--- src/rtl/mul_ack_unit.sv ---
// mul_ack_unit: registered WIDTH x WIDTH multiplier with a one-cycle
// completion acknowledge. Operands are sampled on any rising clk with en=1;
// the full 2*WIDTH product and ack appear one clock later.
//
// Handshake: en is a valid-only strobe (there is no ready; every enabled cycle
// is accepted). ack is a level that mirrors the previous cycle's en. The
// consumer must take out in the same cycle ack=1, because nothing holds the
// acknowledge until it is consumed.
module mul_ack_unit #(
    parameter int WIDTH       = 8,
    parameter bit SIGNED_MODE = 1'b0
) (
    input  logic                 clk,
    input  logic                 reset,   // asynchronous, active-low
    input  logic [WIDTH-1:0]     a,
    input  logic [WIDTH-1:0]     b,
    input  logic                 en,
    output logic [2*WIDTH-1:0]   out,
    output logic                 ack
);

    logic [2*WIDTH-1:0] prod_d;
    logic [2*WIDTH-1:0] out_q;
    logic [2*WIDTH-1:0] out_d;
    logic               ack_q;
    logic               ack_d;
    logic [2*WIDTH-1:0] a_ext;
    logic [2*WIDTH-1:0] b_ext;

    // Widen both operands to 2*WIDTH (sign- or zero-extended) so the product
    // is exact: the low 2*WIDTH bits of the widened product are the true result.
    always_comb begin
        a_ext = {{WIDTH{1'b0}}, a};
        b_ext = {{WIDTH{1'b0}}, b};
        if (SIGNED_MODE) begin
            a_ext = {{WIDTH{a[WIDTH-1]}}, a};
            b_ext = {{WIDTH{b[WIDTH-1]}}, b};
        end
        prod_d = a_ext * b_ext;
    end

    // Next-state: capture a new product when enabled, otherwise hold out;
    // ack simply follows en.
    always_comb begin
        out_d = out_q;
        ack_d = en;
        if (en) begin
            out_d = prod_d;
        end
    end

    // Output registers; reset clears both immediately and discards any request
    // that was sampled but not yet acknowledged.
    always_ff @(posedge clk or negedge reset) begin
        if (!reset) begin
            out_q <= '0;
            ack_q <= 1'b0;
        end else begin
            out_q <= out_d;
            ack_q <= ack_d;
        end
    end

    assign out = out_q;
    assign ack = ack_q;

endmodule

--- config.mk ---
export PLATFORM = sky130hd
export DESIGN_NAME = mul_ack_unit
export DESIGN_NICKNAME = d
export VERILOG_FILES = /design/src/rtl/mul_ack_unit.sv
export SDC_FILE = /design/constraint.sdc
export NUM_CORES = 1
export LEC_CHECK = 0
export BUFFER_PORTS_ARGS = -buffer_cell sky130_fd_sc_hd__buf_2
export CORE_ASPECT_RATIO = 0.6
export CORE_MARGIN = 1
export CORE_UTILIZATION = 50
export DETAILED_ROUTE_END_ITERATION = 6
export GPL_TIMING_DRIVEN = 0
export PLACE_DENSITY = 0.71
export SKIP_LAST_GASP = 1
export SYNTH_ARGS = -nofsm -noshare
export SYNTH_HDL_FRONTEND = slang
export SYNTH_SLANG_ARGS = --single-unit
--- constraint.sdc ---
create_clock -name clk -period 0.9 [get_ports clk]
set_input_delay 0.225 -clock clk [delete_from_list [all_inputs] [get_ports clk]]
set_output_delay 0.225 -clock clk [all_outputs]
set_load 0.02 [all_outputs]
==> flow_summary.toml <==
[outcome]
status = "complete, but fails checks"
violations = "setup timing"

[synthesis]
synth_seq_cells = 17
syn_inst = 280
ys_seq_area_share_pct = 15.7
syn_area_um2 = 2720
synth_cell_types = 36
yosys.area.top_type = "fa_1"
async_reset_ff_share_pct = 100
ys.warnings.count = 0
synth-edff-count = 0
synth_area_leaders = "fa_1, ha_1, dfrtp_1"
synth_ff_type = "dfrtp_1"
synth_fp_nets = 371
synth_top_area_share_pct = 26.5
syn_area_per_cell_um2 = 9.70

[critical_path]
cp.arrival_ps = 3820
cpMaxStageDelayCell = "fa_1"
cp_common_cell = "fa_1"
r2r_cells = 2
critPathMaxStageDelay_ps = 530
timing.rr.start = "out[13]"
r2r_slack_ps = -60
critPathCaptureType = "flop"
worstPathCellList = "buf_8 > and2_4 > fa_1 > inv_1 > fa_1 > inv_2 > fa_1 > inv_2 > fa_1 > inv_2 > ha_4 > o211ai_4 > o211ai_2 > a31oi_2 > xnor2_1 > mux2_4"
crit_type = "primary input to flop"
cp-start-kind = "primary input"
crit_required_ps = 1040
worstPathMaxFanout = 8
rr_endpoint = "out[13]"

[clock_network]
root_buffer = "clkbuf_8"
cts_inserted_buffers = 3
cts_tree = "built"
htreeDepth = 1
cts_buffer_depth = 2
cts.clk_slew.worst_paths_ps = 70
clk-insertion-delay-late_ps = 250
clkSinkCount = 17

[detailed_routing]
ant_nets = 0
vias = 2076
drt_pass1_iterations = 4
vias_per_cell = 5.23
drc = 0
drtIter0Drc = 90
wl_per_cell_um = 14.6
drt-total-wl_um = 5790

[power]
total_power_uw = 8550
p_leak_uw = 0.00177
ir_worst_vdd_mv = 1.30
powerDensity_nw_per_um2 = 2360

[sta]
rsz0062_at_grt = "true"
hold_viol_final = 0
drv_slew = 0
fin_skew_ps = 0
fin_crit_sh_pct = 409
tightest_slew_ps = 373
whs_ps = 94.3
fmax_ghz = 0.272
fin_ws_ps = -2780
setup_violations = 31
totalNegativeSetupSlack_ps = -33000
slew-limit-headroom_pct = 75.1
period_minus_slack_ps = 3680

[final_layout]
drive_above_1_share_pct = 34.4
multi_input_area_um2 = 2380
diodes = 0
final_area_um2 = 3620
area_growth_syn_to_layout_pct = 33.3
n_fill_cell = 409
regArea_um2 = 425
fin_nets = 423

[min_path]
worstHoldStart = "en"
hold_path_end = "ack"
min-delay-path-class = "primary input to flop"
min_path_cells = 1

[floorplan]
start_util_pct = 52.7
die_h_um = 59.1
num_rows = 20
io_pins = 36
core_um2 = 5150
fp.dieW_um = 97.2
dieArea_um2 = 5740

[grt]
grt_pass1_vias = 2127
grt_max_degree = 18
grt_pass1_wl_um = 9940
grt_usage_pct = 22.0
gr-total-overflow = 0
antenna_found_initial = 0

[placement]
numPortBuffers = 35
dp_hpwl_um = 4600
place_area_um2 = 3230
pre_cts_ws_ps = -3110
routabilityCongestion = 0.772

[run]
maxCapViolations = 0
logic make-up after synthesis:
| family | synth area share, % |
|---|---|
| compound gates | 8.48 |
| xor+xnor | 2.90 |
| fa+ha+maj | 43.1 |
| buf+inv | 7.37 |
| flops | 15.7 |
| mux | 5.80 |
| simple gates | 16.7 |
power breakdown:
| group | switching, uW | total (uW) | internal (uW) |
|---|---|---|---|
| Combinational | 3230 | 6690 | 3460 |
| Clock | 261 | 568 | 307 |
| Sequential | 213 | 1290 | 1080 |
| Total | 3700 | 8550 | 4850 |
worst max-delay path by stage:
stage / startpoint / endpoint / slack [ps] / cells past startpoint
2_1_floorplan: a[5] / out[14] / -2720 / 15
3_3_place_gp: a[5] / out[14] / -3080 / 16
3_5_place_dp: a[5] / out[14] / -3110 / 16
4_1_cts: b[2] / out[14] / -2800 / 16
5_1_grt: b[2] / out[14] / -2860 / 16
6_report: a[5] / out[14] / -2780 / 16
cell usage in the layout (no fill, tap or decap), types with 4 or more instances in the layout:
| cell type | count |
|---|---|
| and2_1 | 33 |
| and2_4 | 12 |
| mux2_4 | 6 |
| nand2_1 | 25 |
| fa_1 | 33 |
| buf_6 | 28 |
| a21oi_2 | 5 |
| inv_1 | 44 |
| mux2_2 | 5 |
| ha_1 | 22 |
| dfrtp_1 | 17 |
| buf_4 | 11 |
| a21o_1 | 4 |
| buf_2 | 6 |
| inv_2 | 7 |
| xnor2_1 | 5 |
| a21oi_1 | 4 |
| ha_4 | 14 |
synth_stat cells (2+ instances only):
cell / n
fa_1: 36
mux2i_1: 3
o21ai_0: 4
mux2_2: 10
o21ai_1: 2
ha_1: 36
a21oi_1: 8
xnor2_1: 6
inv_1: 51
nand2b_1: 2
a21o_1: 4
and2_1: 45
nand2_1: 27
dfrtp_1: 17
nand3_1: 2
a21oi_2: 2
o211ai_2: 3
xor2_1: 3
nor2_1: 2
timing repair:
action	CTS	global route
pin swaps	15	14
buffers inserted	7	4
hold buffers	1	0
setup endpoints to repair	32	33
resized for setup	66	16
hold endpoints to repair	17	0
critical path, delay by kind of cell:
kind                       cells  cell delay [ps]
AOI/OAI and AO/OA              3              440
adders and majority gates      5             2310
muxes                          1              250
xor gates and xnor gates       1              150
and+or+nand+nor                1              140
buffers and inverters          5              290
layer usage:
layer / track usage [%] / vias to the layer above / wire length, um / part of all wire [%]
li1: - / 998 / - / -
met1: 30.7 / 1042 / 2850 / 49
met2: 38.2 / 36 / 2760 / 48
met3: 3.89 / 0 / 178 / 3.1
met4: 1.49 / 0 / 0 / 0
met5: 0 / - / 0 / 0
per-stage QoR:
| stage | util (%) | cells |
|---|---|---|
| 2_1_floorplan | - | 280 |
| 3_3_place_gp | 62.6 | 381 |
| 3_5_place_dp | 62.6 | 381 |
| 4_1_cts | 68.6 | 393 |
| 5_1_grt | 70.2 | 397 |
| 6_report | 70.2 | 397 |
area by class of cell:
type	count	area share, %
timing repair buffer	47	13.3
buffer	2	0.276
inverter	51	5.29
multi-input combinational	210	65.8
clock buffer	3	1.14
clock inverter	1	0.138
sequential	17	11.7
tap	66	2.28
flip-flops by register name, summed over array words and instances (netlist names):
| register | flops |
|---|---|
| out | 16 |
| ack | 1 |
No activity file was read; power rests on OpenSTA's default activity.
